## src/rtl/pln_pkg.sv

```systemverilog
// Shared definitions for the PLN memory subsystem.
// Arbiter FSM encoding and default bus widths.
package pln_pkg;

  localparam logic [1:0] ST_IDLE    = 2'd0;
  localparam logic [1:0] ST_ISSUE   = 2'd1;
  localparam logic [1:0] ST_CAPTURE = 2'd2;

  localparam int PLN_ADDR_W = 16;
  localparam int PLN_DATA_W = 16;

endpackage

```

## src/rtl/pln_rr_pick2.sv

```systemverilog
// Two-way request picker: round-robin on a tie,
// or port 1 first when fixed priority is selected.
module pln_rr_pick2 (
  input  logic [1:0] req_i,
  input  logic       last_i,
  input  logic       fixed_i,
  output logic [1:0] gnt_o,
  output logic       valid_o
);

  always_comb begin
    gnt_o = 2'b00;
    unique case (1'b1)
      (req_i == 2'b11):
        gnt_o = (fixed_i || !last_i) ? 2'b10 : 2'b01;
      (req_i == 2'b01): gnt_o = 2'b01;
      (req_i == 2'b10): gnt_o = 2'b10;
      default:          gnt_o = 2'b00;
    endcase
  end

  assign valid_o = |req_i;

endmodule

```

## src/rtl/pln_mem_arbiter.sv

```systemverilog
// Two-port arbiter sharing one single-port synchronous RAM
// between instruction fetch (port 0) and data access (port 1).
module pln_mem_arbiter
  import pln_pkg::*;
#(
  parameter int ADDR_W     = PLN_ADDR_W,
  parameter int DATA_W     = PLN_DATA_W,
  parameter int FIXED_PRIO = 0
) (
  input  logic              clk,
  input  logic              rst,
  input  logic              p0_req,
  input  logic              p0_we,
  input  logic [ADDR_W-1:0] p0_addr,
  input  logic [DATA_W-1:0] p0_wdata,
  output logic              p0_gnt,
  output logic              p0_ack,
  output logic [DATA_W-1:0] p0_rdata,
  input  logic              p1_req,
  input  logic              p1_we,
  input  logic [ADDR_W-1:0] p1_addr,
  input  logic [DATA_W-1:0] p1_wdata,
  output logic              p1_gnt,
  output logic              p1_ack,
  output logic [DATA_W-1:0] p1_rdata,
  output logic              mem_en,
  output logic              mem_we,
  output logic [ADDR_W-1:0] mem_addr,
  output logic [DATA_W-1:0] mem_wdata,
  input  logic [DATA_W-1:0] mem_rdata,
  output logic              busy
);

  logic [1:0]        state_q, state_d;
  logic [1:0]        gnt_q, gnt_d;
  logic [1:0]        ack_q, ack_d;
  logic              win_q, win_d;
  logic              we_q, we_d;
  logic              last_q, last_d;
  logic              en_q, en_d;
  logic              mwe_q, mwe_d;
  logic [ADDR_W-1:0] addr_q, addr_d;
  logic [DATA_W-1:0] wdata_q, wdata_d;
  logic [DATA_W-1:0] rd0_q, rd0_d;
  logic [DATA_W-1:0] rd1_q, rd1_d;

  logic [1:0] pick;
  logic       pick_vld;
  logic       decide;

  pln_rr_pick2 u_pick (
    .req_i   ({p1_req, p0_req}),
    .last_i  (last_q),
    .fixed_i (FIXED_PRIO != 0),
    .gnt_o   (pick),
    .valid_o (pick_vld)
  );

  assign decide = (state_q == ST_IDLE) ||
                  (state_q == ST_CAPTURE);

  always_comb begin
    state_d = state_q;
    gnt_d   = 2'b00;
    ack_d   = 2'b00;
    win_d   = win_q;
    we_d    = we_q;
    last_d  = last_q;
    en_d    = 1'b0;
    mwe_d   = 1'b0;
    addr_d  = addr_q;
    wdata_d = wdata_q;
    rd0_d   = rd0_q;
    rd1_d   = rd1_q;

    if (state_q == ST_ISSUE)
      state_d = ST_CAPTURE;

    // RAM data is valid now; retire the access
    if (state_q == ST_CAPTURE) begin
      ack_d = win_q ? 2'b10 : 2'b01;
      if (!we_q) begin
        if (win_q) rd1_d = mem_rdata;
        else       rd0_d = mem_rdata;
      end
    end

    if (decide) begin
      if (pick_vld) begin
        state_d = ST_ISSUE;
        gnt_d   = pick;
        win_d   = pick[1];
        last_d  = pick[1];
        we_d    = pick[1] ? p1_we : p0_we;
        en_d    = 1'b1;
        mwe_d   = pick[1] ? p1_we : p0_we;
        addr_d  = pick[1] ? p1_addr : p0_addr;
        wdata_d = pick[1] ? p1_wdata : p0_wdata;
      end else begin
        state_d = ST_IDLE;
      end
    end
  end

  always_ff @(posedge clk or posedge rst) begin
    if (rst) begin
      state_q <= ST_IDLE;
      gnt_q   <= 2'b00;
      ack_q   <= 2'b00;
      win_q   <= 1'b0;
      we_q    <= 1'b0;
      last_q  <= 1'b1;
      en_q    <= 1'b0;
      mwe_q   <= 1'b0;
      addr_q  <= '0;
      wdata_q <= '0;
      rd0_q   <= '0;
      rd1_q   <= '0;
    end else begin
      state_q <= state_d;
      gnt_q   <= gnt_d;
      ack_q   <= ack_d;
      win_q   <= win_d;
      we_q    <= we_d;
      last_q  <= last_d;
      en_q    <= en_d;
      mwe_q   <= mwe_d;
      addr_q  <= addr_d;
      wdata_q <= wdata_d;
      rd0_q   <= rd0_d;
      rd1_q   <= rd1_d;
    end
  end

  assign p0_gnt    = gnt_q[0];
  assign p1_gnt    = gnt_q[1];
  assign p0_ack    = ack_q[0];
  assign p1_ack    = ack_q[1];
  assign p0_rdata  = rd0_q;
  assign p1_rdata  = rd1_q;
  assign mem_en    = en_q;
  assign mem_we    = mwe_q;
  assign mem_addr  = addr_q;
  assign mem_wdata = wdata_q;
  assign busy      = (state_q != ST_IDLE);

endmodule

```

## config.mk

```make
export PLATFORM = sky130hd
export DESIGN_NAME = pln_mem_arbiter
export DESIGN_NICKNAME = d
export VERILOG_FILES = /design/src/rtl/pln_pkg.sv /design/src/rtl/pln_rr_pick2.sv /design/src/rtl/pln_mem_arbiter.sv
export SDC_FILE = /design/constraint.sdc
export NUM_CORES = 1
export LEC_CHECK = 0
export BUFFER_PORTS_ARGS = -buffer_cell sky130_fd_sc_hd__buf_2
export CORE_MARGIN = 5
export CORE_UTILIZATION = 25
export CTS_CLUSTER_SIZE = 30
export DETAILED_ROUTE_END_ITERATION = 8
export GPL_TIMING_DRIVEN = 1
export MAX_ROUTING_LAYER = met4
export PLACE_DENSITY = 0.45
export SETUP_SLACK_MARGIN = 0.5
export SLEW_MARGIN = 20
export SYNTH_ARGS = -nofsm -noshare
export SYNTH_HDL_FRONTEND = slang
export SYNTH_SLANG_ARGS = --single-unit
```

## constraint.sdc

```tcl
create_clock -name clk -period 4.23 [get_ports clk]
set_input_delay 0 -clock clk [delete_from_list [all_inputs] [get_ports clk]]
set_output_delay 0 -clock clk [all_outputs]
set_load 0.02 [all_outputs]
```

# Yosys cells after proc, flatten, opt, wreduce, memory -nomap -nowiden

Cells that the tools add are included.
W data, S select, Z words.

Output and inout port bits: 71
Bits in registers: 75
Logic and storage cells: 43
Input port bits: 86

Mux-type cells: 16
Equal/unequal tests: 5
Bitwise operators: 2
Reductions and logical operators: 8

Operator list:

| cell                 | number |
|---|---|
| $mux W16             | 2 |
| $mux W2              | 7 |
| $eq A2 B2 Y1 const B | 3 |
| $mux W1              | 6 |
| $pmux W2 S3          | 1 |
| $reduce_and A3 Y1    | 2 |
| $eq A2 B1 Y1 const B | 2 |
| $reduce_bool A2 Y1   | 2 |
| $logic_not A2 Y1     | 1 |
| $not A1 Y1           | 2 |
| $reduce_and A2 Y1    | 1 |
| $reduce_or A2 Y1     | 1 |
| $logic_or A1 B1 Y1   | 1 |

# Depth between registers and ports, before layout

Depth after elaboration: 5
Depth in mapped cells: 6
Mapped depth without buffers: 4

# Modules after synthesis

From an unflattened synthesis, not the netlist that was laid out.

Cell total of the unflattened synthesis: 206
Area, all modules: 3223.1 um^2

By module, submodules not included:

| module          | sequential area each (um^2) | area an instance (um^2) | cells an instance | instances |
|---|---|---|---|---|
| pln_mem_arbiter | 1878.1                      | 3186.8                  | 201               | 1 |
| pln_rr_pick2    | 0.0                         | 36.3                    | 5                 | 1 |

# Worst setup path before layout

OpenSTA, ideal clock, no wires.

Kind: register to register
Start: reg state_q[0]
End: reg rd0_q[0], in the netlist p0_rdata[0]
Cell stages (with the launch flop): 6
Path slack: 2753 ps
Period minus slack after synthesis: 1477 ps
Library setup time: 125 ps
Data arrival time: 1352 ps
Required time: 4105 ps
Path buffers: 2
Cell sequence: dfrtp_1 -> nor3b_1 -> and2b_1 -> buf_6 -> buf_6 -> mux2_2

Longest elaborated chain between the ends: 2

RTL lines:

| element                     | RTL line               | RTL |
|---|---|---|
| start: declaration          | pln_mem_arbiter.sv:34  | `logic [1:0] state_q, state_d;` |
| start signal: assignment    | pln_mem_arbiter.sv:120 | `state_q <= state_d;` |
| $eq A2 B2 Y1                | pln_mem_arbiter.sv:80  | `if (state_q == ST_CAPTURE) begin` |
| $reduce_and A3 Y1 (no line) | --                     |  |
| end signal: assignment      | pln_mem_arbiter.sv:130 | `rd0_q <= rd0_d;` |
| end: declaration            | pln_mem_arbiter.sv:44  | `logic [DATA_W-1:0] rd0_q, rd0_d;` |

No other way between the ends.
A chain may end at the register's enable or synchronous reset.

# Worst setup path after layout

Start: reg state_q[0]
End: reg addr_q[2], in the netlist mem_addr[2]

Longest elaborated chain between the ends: 3
Elaborated cells between the ends (all ways): 4
Those cells by class: eq/ne (1); reduce/logical (3)

RTL lines:

| element                                                 | RTL line                                     | RTL |
|---|---|---|
| $eq A2 B2 Y1 / $logic_not A2 Y1 (equally long branches) | pln_mem_arbiter.sv:60, pln_mem_arbiter.sv:59 |  |
| $logic_or A1 B1 Y1 *                                    | pln_mem_arbiter.sv:59                        | `assign decide = (state_q == ST_IDLE) \|\|` |
| $reduce_and A2 Y1 (no line) *                           | --                                           |  |
| end signal: assignment                                  | pln_mem_arbiter.sv:128                       | `addr_q <= addr_d;` |
| end: declaration                                        | pln_mem_arbiter.sv:42                        | `logic [ADDR_W-1:0] addr_q, addr_d;` |

Every way passes the cells marked *; elsewhere a longest branch is shown, timed or not.

==> flow_metrics.py <==
metrics = {
    "routing": {
        "drtAntennaViolNets": 0,
        "wire_per_inst_um": 15.5,
        "met2_wirelength_um": 4780,
        "avgViaCountPerCell": 4.50,
        "wl_met1_um": 4460,
        "route.detailed.drc": 0,
        "wl_um": 10300,
        "drt_pass1_iterations": 4,
        "top_layer": "met4",
        "dr_total_vias": 2981,
        "first_iter_violations": 149,
        "dr_wl_met3_um": 927,
    },
    "clocking": {
        "cts_setup_buffers": 0,
        "ctsResizeCount": 0,
        "cts.path.max_buffers": 2,
        "clk_latency_ns": 0.34,
        "cts_tree": "yes",
        "path_clk_slew_ns": 0.06,
        "numClockSinks": 75,
        "clockRootBuffer": "clkbuf_16",
        "cts_max_level": 3,
        "cts_buffers": 9,
    },
    "synth": {
        "synth_flop_cell": "dfrtp_1",
        "synth_seq_cells": 75,
        "synth.avg_cell_area_um2": 12.2,
        "syn_area_mm2": 0.00310,
        "async_reset_ff_frac": 1.00,
        "yosysMostFrequentCell": "dfrtp_1",
        "yosysSeqAreaShare": 0.605,
        "synth_top_area_frac": 0.597,
        "synth_area_leaders": "dfrtp_1 (60%), mux2_2 (8.0%), a32oi_1 (6.5%), mux2_4 (4.8%), nand2_1 (4.1%)",
        "yosys_warnings": 0,
        "synth_edf_count": 0,
        "synthesis.nets": 341,
        "synthDistinctLibCells": 28,
        "synth_cells": 255,
        "synth_common_cells": "dfrtp_1 (74), nand2_1 (34), a32oi_1 (23), nand3_1 (23), mux2_2 (22)",
        "yosys.area.top_type": "dfrtp_1",
    },
    "worst_setup_path": {
        "worstReg2RegStart": "state_q[0]",
        "r2r_cells": 7,
        "cp-end-kind": "flip-flop",
        "r2r_slack_ns": 1.56,
        "cp_data_arrival_time_ns": 2.89,
        "worstPathRequired_ns": 4.45,
        "crit_type": "flip-flop to flip-flop",
        "r2r_end": "mem_addr[2]",
        "crit_fanout": 37,
        "cp-start-kind": "flip-flop",
    },
    "finish": {
        "nFillCells": 1190,
        "drive_above_1_share": 0.432,
        "area_growth_pct": 65.9,
        "antenna_cells": 0,
        "fin_nets": 576,
    },
    "hold_path": {
        "worstHoldStart": "p0_we",
        "min_path_cells": 3,
        "hold_class": "primary input to flip-flop",
        "hold_end": "we_q",
    },
    "timing": {
        "setup-tns-final_ns": 0,
        "clock.fmax_mhz": 374,
        "fin_worst_skew_ns": 0.00449,
        "final.period_utilization": 0.632,
        "slew_headroom": 0.433,
        "hold_slack_ns": 0.0523,
        "setup_viol": 0,
        "rsz0062_at_grt": "no",
        "period_needed_ns": 2.67,
        "final-max-slew-violation-count": 0,
        "finalHoldViolations": 0,
        "tightest_slew_ns": 0.850,
    },
    "power_and_ir_drop": {
        "peakVddDrop_uv": 305,
        "swShare": 0.385,
        "power.internal_mw": 2.39,
        "comb_power_share": 0.477,
        "p_sw_mw": 1.50,
        "p_seq_frac": 0.326,
        "power_density_mw_per_mm2": 755,
        "p_leak_nw": 2.53,
        "pwr-share-clk": 0.196,
    },
    "floorplanning": {
        "die_w_um": 121,
        "num_rows": 40,
        "pin_count": 157,
        "core_mm2": 0.0121,
        "dieHeight_um": 121,
        "dieArea_mm2": 0.0147,
        "initial_utilization": 0.256,
    },
    "placed_design": {
        "placement.io_buffers": 156,
        "gp_congestion": 0.775,
        "hpwlAfterDp_um": 6500,
    },
    "global_routing": {
        "grt_pass1_vias": 3112,
        "grt_antenna_before_repair": 0,
        "grt_max_degree": 50,
        "track_usage": 0.144,
        "grt-ovfl-total": 0,
        "grt_pass1_wl_um": 16100,
    },
    "run": {
        "drv_cap": 0,
    },
    "status": {
        "outcome": "finished clean",
    },
}
[registers in the layout, summed over array words and instances (netlist names)]
name,cells
we_q,1
mem_addr,16
p1_rdata,16
gnt_q,2
p0_rdata,16
mem_en,1
last_q,1
state_q,2
ack_q,2
mem_wdata,16
mem_we,1
win_q,1
[area by class of cell]
cell class,count,area [µm²],share of cell area
multi-input cells,156,1090,0.212
inverters,3,12.5,0.00243
clock buffers,11,243,0.0471
clock inverters,5,52.6,0.0102
well taps,168,210,0.0408
repair buffers,245,1660,0.323
flip-flops and latches,75,1880,0.365
[cell usage in the layout (no fill, tap or decap), types with 9 or more instances in the layout]
cell / instances
mux2_4: 10
a21oi_1: 20
nand2_1: 34
a32oi_1: 23
clkbuf_16: 9
nand3_1: 23
dfrtp_1: 74
mux2_2: 22
nor2_1: 13
buf_2: 156
dlygate4sd3_1: 85
[repair_timing]
item                                    4_1_cts  5_1_grt
hold endpoints to repair                     92        0
hold buffers                                 85        0
endpoints found under the setup margin        0        0
[metal layers]
| layer | vias to the layer above | GRT usage |
|---|---|---|
| li1 | 1376 | - |
| met1 | 1439 | 0.172 |
| met2 | 158 | 0.231 |
| met3 | 8 | 0.0508 |
| met4 | 0 | 0.0420 |
| met5 | - | - |
[stage by stage]
step / worst slack (ns) / util / power (mW) / cells / area, µm²
final: 1.56 / 0.425 / 3.89 / 663 / 5150
after global routing: 1.29 / 0.425 / 4.15 / 663 / 5150
after CTS: 1.55 / 0.425 / 3.92 / 663 / 5150
after detailed placement: 2.08 / 0.330 / 2.83 / 562 / 4000
after global placement: 2.15 / 0.330 / 2.84 / 562 / 4000
after floorplan: 2.32 / - / 2.29 / 255 / 3100
[cells by family (layout without fill, tap and decap cells)]
group / count (synthesis) / after routing / synth area share
flops: 75 / 75 / 0.605
mux: 33 / 33 / 0.131
buf+inv: 24 / 264 / 0.0459
simple gates: 75 / 75 / 0.108
compound gates: 48 / 48 / 0.110
[critical path, stage by stage (launching register included)]
cell and delay (ns):
dfrtp_1 0.43, o21bai_2 0.15, buf_4 0.38, clkinv_1 0.46, buf_4 0.38, nand3_1 0.11
nand2_1 0.07, dlygate4sd3_1 0.57
[power by group through the flow]
| stage | registers [mW] | clock network, mW | logic [mW] |
|---|---|---|---|
| 2_1_floorplan | 1.66 | 0 | 0.629 |
| 3_3_place_gp | 1.28 | 0 | 1.55 |
| 3_5_place_dp | 1.27 | 0 | 1.56 |
| 4_1_cts | 1.27 | 0.791 | 1.86 |
| 5_1_grt | 1.32 | 0.828 | 2.00 |
| 6_report | 1.27 | 0.764 | 1.86 |
[worst max path at each step]
stage | endpoint | start | slack [ns]
2_1_floorplan | ack_q[0] | rst | 2.32
3_3_place_gp | mem_wdata[13] | state_q[0] | 2.15
3_5_place_dp | mem_wdata[13] | state_q[0] | 2.08
4_1_cts | mem_wdata[12] | state_q[0] | 1.55
5_1_grt | mem_addr[1] | state_q[0] | 1.29
6_report | mem_addr[2] | state_q[0] | 1.56
(Power assumes the default switching activity.)
